--- src/rtl/add_seq.sv ---
// add_seq: multi-cycle W-bit adder, two operand bits per clock through a single
// add2b slice, LSB pair first, with a start/busy/done handshake.
`default_nettype none

module fac (
  input  logic a,
  input  logic b,
  input  logic ci,
  output logic s,
  output logic co
);
  logic p;

  assign p  = a ^ b;
  assign s  = p ^ ci;
  assign co = (a & b) | (ci & p);
endmodule

module add2b (
  input  logic [1:0] a,
  input  logic [1:0] b,
  input  logic       ci,
  output logic [1:0] s,
  output logic       co
);
  logic c1;

  fac u_fa0 (.a(a[0]), .b(b[0]), .ci(ci), .s(s[0]), .co(c1));
  fac u_fa1 (.a(a[1]), .b(b[1]), .ci(c1), .s(s[1]), .co(co));
endmodule

module add_seq #(
  parameter int W = 8
) (
  input  logic         clk,
  input  logic         rst_b,
  input  logic         start,
  input  logic [W-1:0] x,
  input  logic [W-1:0] y,
  input  logic         ci,
  output logic         busy,
  output logic         done,
  output logic [W-1:0] z,
  output logic         co
);
  localparam int N  = W / 2;
  localparam int CW = (N > 1) ? $clog2(N) : 1;

  typedef enum logic {
    IDLE = 1'b0,
    RUN  = 1'b1
  } state_t;

  state_t         state, state_nxt;
  logic           load, step, last;
  logic [W-1:0]   a_reg, b_reg, s_reg, s_nxt;
  logic           c_reg;
  logic [CW-1:0]  cnt;
  logic [1:0]     slice_s;
  logic           slice_co;

  add2b u_slice (
    .a  (a_reg[1:0]),
    .b  (b_reg[1:0]),
    .ci (c_reg),
    .s  (slice_s),
    .co (slice_co)
  );

  // New slice sum enters at the top; after N steps S holds the full sum in place.
  generate
    if (W == 2) begin : g_narrow
      assign s_nxt = slice_s;
    end else begin : g_wide
      assign s_nxt = {slice_s, s_reg[W-1:2]};
    end
  endgenerate

  assign last = (cnt == CW'(N - 1));

  always_ff @(posedge clk or negedge rst_b) begin
    if (!rst_b) begin
      state <= IDLE;
    end else begin
      state <= state_nxt;
    end
  end

  always_comb begin
    state_nxt = state;
    load      = 1'b0;
    step      = 1'b0;
    case (state)
      IDLE: begin
        if (start) begin
          load      = 1'b1;
          state_nxt = RUN;
        end
      end
      RUN: begin
        step = 1'b1;
        if (last) begin
          state_nxt = IDLE;
        end
      end
      default: state_nxt = IDLE;
    endcase
  end

  always_ff @(posedge clk or negedge rst_b) begin
    if (!rst_b) begin
      a_reg <= '0;
      b_reg <= '0;
      s_reg <= '0;
      c_reg <= 1'b0;
      cnt   <= '0;
      z     <= '0;
      co    <= 1'b0;
      done  <= 1'b0;
    end else begin
      done <= 1'b0;
      if (load) begin
        a_reg <= x;
        b_reg <= y;
        c_reg <= ci;
        s_reg <= '0;
        cnt   <= '0;
      end else if (step) begin
        a_reg <= a_reg >> 2;
        b_reg <= b_reg >> 2;
        c_reg <= slice_co;
        s_reg <= s_nxt;
        cnt   <= cnt + CW'(1);
        if (last) begin
          z    <= s_nxt;
          co   <= slice_co;
          done <= 1'b1;
        end
      end
    end
  end

  assign busy = (state == RUN);

endmodule

`default_nettype wire
--- config.mk ---
export PLATFORM = sky130hd
export DESIGN_NAME = add_seq
export DESIGN_NICKNAME = d
export VERILOG_FILES = /design/src/rtl/add_seq.sv
export SDC_FILE = /design/constraint.sdc
export NUM_CORES = 1
export LEC_CHECK = 0
export CORE_MARGIN = 2
export CORE_UTILIZATION = 54
export CTS_CLUSTER_SIZE = 40
export DETAILED_ROUTE_END_ITERATION = 10
export PLACE_DENSITY = 0.91
export REMOVE_ABC_BUFFERS = 1
export SYNTH_ARGS = -nofsm -noshare
export SYNTH_HDL_FRONTEND = slang
export SYNTH_SLANG_ARGS = --single-unit
--- constraint.sdc ---
create_clock -name clk -period 2.16 [get_ports clk]
set_input_delay 0.324 -clock clk [delete_from_list [all_inputs] [get_ports clk]]
set_output_delay 0.324 -clock clk [all_outputs]
set_load 0.01 [all_outputs]
==> results by group, run 1 <==
STA
  • Unrepaired setup endpoints after global routing: false
  • Worst rel slew slack: 70.6%
  • Max-slew violation count: 0
  • Ratio of final minimum period to clock period: 73.8%
  • Worst hold slack: 0.399 ns
  • Tightest Pin Transition: 0.442 ns
  • Min cycle time layout: 1.59 ns
  • Final Hold Vio Count: 0
  • Max Clk Rate: 627 MHz
  • Final setup violation count: 0
  • Worst Clk Skew: 0.00361 ns
  • Final setup TNS: 0 ns

Final layout
  • Share of cells above drive strength 1: 11.1%
  • Multi-input combinational cell area: 593 µm²
  • # diodes: 0
  • P&R area growth vs syn: 23.5%
  • Post-layout util: 70.3%
  • Post-route insts no fill: 193
  • Reg area: 901 µm²
  • # fillers: 205
  • Final nets: 184

CTS
  • CTS clk-pin slew, worst paths: 0.10 ns
  • CTS Buffer Depth: 2
  • CTS resizes: 0
  • Clock Sinks: 36
  • Post-CTS setup repair buffer count: 0
  • Worst skew pair latency: 0.33 ns
  • Number of CTS-inserted buffers: 5
  • Hold buffers post-CTS: 0
  • Clock Tree Root: clkbuf_4
  • CTS tree: yes
  • Number of H-tree levels: 2

Placed design
  • Routability Congestion: 0.746
  • Port-buffer cells: 30
  • Inst Count DP: 185
  • Post-DP HPWL: 1990 µm

Die
  • Starting Density: 57.0%
  • Die height: 58.2 µm
  • Core box area: 2780 µm²
  • I/O Pins: 31
  • Cell Rows: 19
  • Die area: 3380 µm²
  • Die Wd: 58.2 µm

Synthesis
  • Area fraction of the dominant cell type after synthesis: 56.9%
  • Synth area leader: dfrtp_1
  • Yosys reg bits: 36
  • Post-synthesis cell type count: 19
  • Yosys warns: 0
  • Synth Area per Inst: 12.5 µm²
  • Post-Synthesis Cell Area: 1580 µm²
  • Gate Count Post-Synth: 127
  • Synth top area cells: dfrtp_1, mux2i_1, mux2_4
  • Seq/Total Area, Yosys: 56.9%

Setup path
  • Data required, critical path: 2.37 ns
  • Critical Path Sink Type: flop
  • CP Launch Type: flop
  • Maximum fanout along the worst path: 2
  • Worst stage delay on the critical path: 0.53 ns
  • Crit path DAT: 1.81 ns
  • CP Class: flop to flop
  • CP dominant cell by count: fa_1
  • CP Cell Sequence: inv_1 > fa_1 > fa_1 > mux2i_1
  • Slowest CP cell: fa_1

Routing
  • Via/cell ratio: 5.34
  • Number of DRC markers in iteration 0: 22
  • WL/cell: 14.0 µm
  • Detail Route Antenna Nets: 0
  • Drt drc: 0
  • Vias: 1031
  • Post-Route WL: 2700 µm
  • First-pass iteration count of the detailed router: 4

GRT
  • Global-route usage over all layers: 18.8%
  • Vias in the first global route: 1080
  • Initial antenna violation count: 0
  • Global-route wire length before repair: 4660 µm
  • Grt total ovfl: 0
  • Largest net degree at the start of global routing: 43

Power and ir drop
  • Leakage: 0.955 nW
  • Peak VDD IR: 1.12 mV
  • Tot Pwr: 0.00234 W
  • Power Density: 1200 nW/µm²

Worst hold path
  • Min-Delay Path Class: input port to async pin

Flow run
  • Maxcap violations: 0

Outcome
  • Status: finished clean
==> critical path: cells and delay by family, from the launching register on <==
family                   cells  cell delay, ns
adder cells (fa/ha/maj)      2            0.97
flip-flops                   1            0.36
multiplexers                 1            0.08
buffers and inverters        1            0.06
==> path summary, 6_finish.rpt <==
kind	start	end	slack, ns	depth (start not counted)
max	c_reg	s_reg[7]	0.57	4
min	rst_b	z[5]	0.40	2
max reg2reg	c_reg	s_reg[7]	0.57	4
min reg2reg	a_reg[4]	a_reg[2]	0.51	2
max in group asynchronous	rst_b	a_reg[4]	1.45	2
min in group clk	a_reg[4]	a_reg[2]	0.51	2
==> layout make-up <==
cell class / instances / area share (%)
flip-flops and latches: 36 / 46.1
repair buffers: 34 / 16.9
multi-input cells: 75 / 30.3
well taps: 31 / 1.98
inverters: 9 / 1.73
clock buffers: 8 / 3.01
==> Yosys cell counts <==
library cell / n
a21oi_1: 1
a22o_1: 3
buf_2: 2
buf_4: 1
buf_6: 3
clkbuf_2: 1
dfrtp_1: 36
fa_1: 2
ha_1: 1
inv_1: 9
mux2_2: 1
mux2_4: 6
mux2i_1: 23
nand2_1: 14
nand2_4: 1
nand2b_1: 4
nor2_1: 5
o21ai_0: 2
o21ai_1: 12
==> stage by stage <==
step	setup slack, ns	area, µm²
CTS	0.540	1960
floorplan	0.396	1530
finish	0.565	1960
global route	0.490	1960
detailed placement	0.569	1900
global placement	0.653	1900
==> placed cells by master (no fill, tap or decap) <==
cell              n
a21oi_1           1
a22o_1            3
buf_4             4
clkbuf_1          2
clkbuf_4          5
clkbuf_8          1
clkdlybuf4s50_1  30
dfrtp_1          36
fa_1              2
ha_1              1
inv_1             9
mux2_2            1
mux2_4            6
mux2i_1          23
nand2_1          14
nand2_4           1
nand2b_1          4
nor2_1            5
o21ai_0           2
o21ai_1          12
==> report_power, final <==
group	internal [W]	leakage [nW]	switching (W)	total [W]
clock	0.000161	0.0326	0.000208	0.000368
combinational	0.000490	0.454	0.000407	0.000897
sequential	0.000927	0.468	0.000146	0.00107
total	0.00158	0.955	0.000761	0.00234
==> per-layer routing <==
layer	routed length (µm)	up-vias	track usage [%]
li1	-	493	-
met1	1120	498	22.4
met2	1380	35	31.2
met3	159	5	6.92
met4	38	0	6.98
met5	0	-	0
==> kinds of logic after synthesis <==
kind of cell	count (synthesis)	synth area share (%)
flops	36	56.9
mux	30	20.9
simple gates	24	6.79
compound gates	18	6.40
buf+inv	16	5.69
fa+ha+maj	3	3.32
Note: power is estimated with default switching activity, not from simulation.
==> run 2: changes to the inputs <==
--- a/config.mk
+++ b/config.mk
@@ -6,10 +6,10 @@
 export NUM_CORES = 1
 export LEC_CHECK = 0
 export CORE_MARGIN = 2
-export CORE_UTILIZATION = 54
+export CORE_UTILIZATION = 45
 export CTS_CLUSTER_SIZE = 40
 export DETAILED_ROUTE_END_ITERATION = 10
-export PLACE_DENSITY = 0.91
+export PLACE_DENSITY = 0.82
 export REMOVE_ABC_BUFFERS = 1
 export SYNTH_ARGS = -nofsm -noshare
 export SYNTH_HDL_FRONTEND = slang
==> constraint.sdc (replaced) <==
create_clock -name clk -period 1.3 [get_ports clk]
set_input_delay 0.195 -clock clk [delete_from_list [all_inputs] [get_ports clk]]
set_output_delay 0.195 -clock clk [all_outputs]
set_load 0.01 [all_outputs]
==> run 2 against run 1 <==
Compared with the run above: the flow now finishes with violations (setup timing); worst setup slack got worse by 0.75 ns; sequential power grew 69%; power is 70% higher; clock power is 69% higher; utilization shrank 9.0 points; cell count rose by 13%; via count grew 4.1%; count of clock-buffer cells in the layout is the same; combinational power is 73% higher; critical endpoint is now z[7]; largest cell class unchanged.
==> results by group, run 2 (same netlist as run 1, synthesis figures left out) <==
Outcome
  • Status: finished with violations
  • Violated checks: setup timing

Setup path
  • Reg2reg end: z[7]
  • Worst Setup EP: z[7]
  • Data required, critical path: 1.53 ns (-0.84 ns)
  • CP Launch Type: flop
  • Maximum fanout along the worst path: 2 (unchanged)
  • Crit path DAT: 1.72 ns (-0.09 ns)
  • CP Class: flop to flop
  • CP Launch Point: c_reg
  • Reg2Reg Depth: 4 (unchanged)
  • R2R Path Start: c_reg
  • Critical Path Sink Type: flop
  • Reg2Reg Setup Slack: -0.19 ns (-0.75 ns)

STA
  • Final setup violation count: 4 (+4)
  • Setup ws final: -0.188 ns (-0.754 ns)
  • Min cycle time layout: 1.49 ns (-0.106 ns)
  • Max Clk Rate: 672 MHz (+7.1%)
  • Worst rel slew slack: 79.5% (+8.9 points)
  • Ratio of final minimum period to clock period: 114% (+41 points)
  • Max-slew violation count: 0 (unchanged)
  • Unrepaired setup endpoints after global routing: true
  • Final Hold Vio Count: 0 (unchanged)
  • Tightest Pin Transition: 0.307 ns (-0.135 ns)
  • Worst Clk Skew: 0.00638 ns (+0.00277 ns)
  • Worst hold slack: 0.217 ns (-0.182 ns)

Final layout
  • Commonest non-fill, non-tap cells in the layout: dfrtp_1, mux2i_1, clkdlybuf4s50_1
  • Share of cells above drive strength 1: 19.8% (+8.7 points)
  • Multi-input combinational cell area: 604 µm² (+1.9%)
  • Reg area: 902 µm² (+0.14%)
  • Post-route insts no fill: 218 (+13%)
  • Final nets: 194 (+5.4%)
  • # fillers: 305 (+49%)
  • Commonest non-fill, non-tap cell in the layout: dfrtp_1
  • # diodes: 0 (unchanged)
  • P&R area growth vs syn: 30.2%

Placed design
  • Inst Count DP: 205 (+11%)
  • Place WS: -0.247 ns (-0.816 ns)
  • Port-buffer cells: 30 (unchanged)
  • Routability Congestion: 0.741 (-0.70%)
  • Post-DP HPWL: 2130 µm (+6.9%)

Power and ir drop
  • Peak VDD IR: 1.00 mV (-11%)
  • Tot Pwr: 0.00398 W (+70%)
  • Leakage: 1.04 nW (+8.7%)
  • Power Density: 1930 nW/µm² (+61%)

Routing
  • Via/cell ratio: 4.92 (-7.9%)
  • Post-Route WL: 2980 µm (+10%)
  • Number of DRC markers in iteration 0: 56 (+150%)
  • Vias: 1073 (+4.1%)
  • WL/cell: 13.7 µm (-2.2%)
  • First-pass iteration count of the detailed router: 2 (-2)
  • Drt drc: 0 (unchanged)
  • Detail Route Antenna Nets: 0 (unchanged)

GRT
  • Initial antenna violation count: 0 (unchanged)
  • Global-route wire length before repair: 4920 µm (+5.6%)
  • Global-route usage over all layers: 15.9% (-2.9 points)
  • Grt total ovfl: 0 (unchanged)
  • Largest net degree at the start of global routing: 37 (-14%)
  • Vias in the first global route: 1102 (+2.0%)

CTS
  • Number of CTS-inserted buffers: 5 (unchanged)
  • Clock Sinks: 36 (unchanged)
  • CTS Buffer Depth: 2 (unchanged)
  • Clock Tree Root: clkbuf_4
  • Number of H-tree levels: 2 (unchanged)
  • Hold buffers post-CTS: 0 (unchanged)
  • CTS clk-pin slew, worst paths: 0.10 ns (about the same)
  • Worst skew pair latency: 0.34 ns (about the same)
  • CTS tree: yes

Die
  • Cell Rows: 21 (+2)
  • Die area: 4010 µm² (+19%)
  • Core box area: 3360 µm² (+21%)
  • Starting Density: 47.1% (-9.9 points)
  • Die height: 63.3 µm (+8.9%)
  • I/O Pins: 31 (unchanged)
  • Die Wd: 63.3 µm (+8.9%)

Worst hold path
  • Min-Delay Path Class: input port to async pin

Flow run
  • Maxcap violations: 0 (unchanged)
## run 2: changes by cell type in the layout (fill, tap and decap cells not counted), sizes merged
cell,change
dlygate4sd2,+10
clkbuf,+1
buf,+9
clkdlybuf4s50,-11
nand2,+1
## run 2: worst max-delay path: stages (launching register included)
cell     delay (ns)
dfrtp_1        0.37
inv_2          0.05
fa_2           0.38
fa_1           0.51
mux2i_1        0.07
## run 2: timing repair
| item | 4_1_cts | 5_1_grt |
|---|---|---|
| pin swaps | 2 | 3 |
| buffers inserted | 1 | 3 |
| cloned | 0 | 1 |
| setup endpoints to repair | 15 | 10 |
| gates resized for setup | 15 | 3 |
## run 2: layer usage
metal	global-route usage [%]	vias to the layer above	share of wire [%]
li1	-	511	-
met1	19.2	524	42
met2	26.6	32	51
met3	5.18	6	5.5
met4	5.71	0	1.8
met5	0	-	0
## run 2: area by class of cell
type	instances	area share [%]
Inverter	9	1.64
Clock buffer	8	2.85
Timing Repair Buffer	43	19.7
Sequential cell	36	43.7
Multi-Input combinational cell	76	29.3
Tap cell	46	2.79
## run 2: how the worst min path moves through the flow
stage,from,to,cells past startpoint
3_5_place_dp,b_reg[6],b_reg[4],2
5_1_grt,rst_b,s_reg[2],2
6_report,rst_b,co,2
3_3_place_gp,b_reg[5],b_reg[3],2
2_1_floorplan,rst_b,a_reg[0],0
4_1_cts,rst_b,co,2
## run 2: report_power, final
group,internal [W],switching (W)
logic,0.000841,0.000707
clock network,0.000267,0.000355
registers,0.00154,0.000264
## run 2: metrics by stage
| stage | setup TNS, ns | util, % | cell area (µm²) |
|---|---|---|---|
| after floorplan | -6.13 | - | 1530 |
| after global placement | -1.25 | 58.8 | 1980 |
| after detailed placement | -2.19 | 58.8 | 1980 |
| after CTS | -0.738 | 60.5 | 2040 |
| after global routing | -0.837 | 61.3 | 2060 |
| final | -0.545 | 61.3 | 2060 |
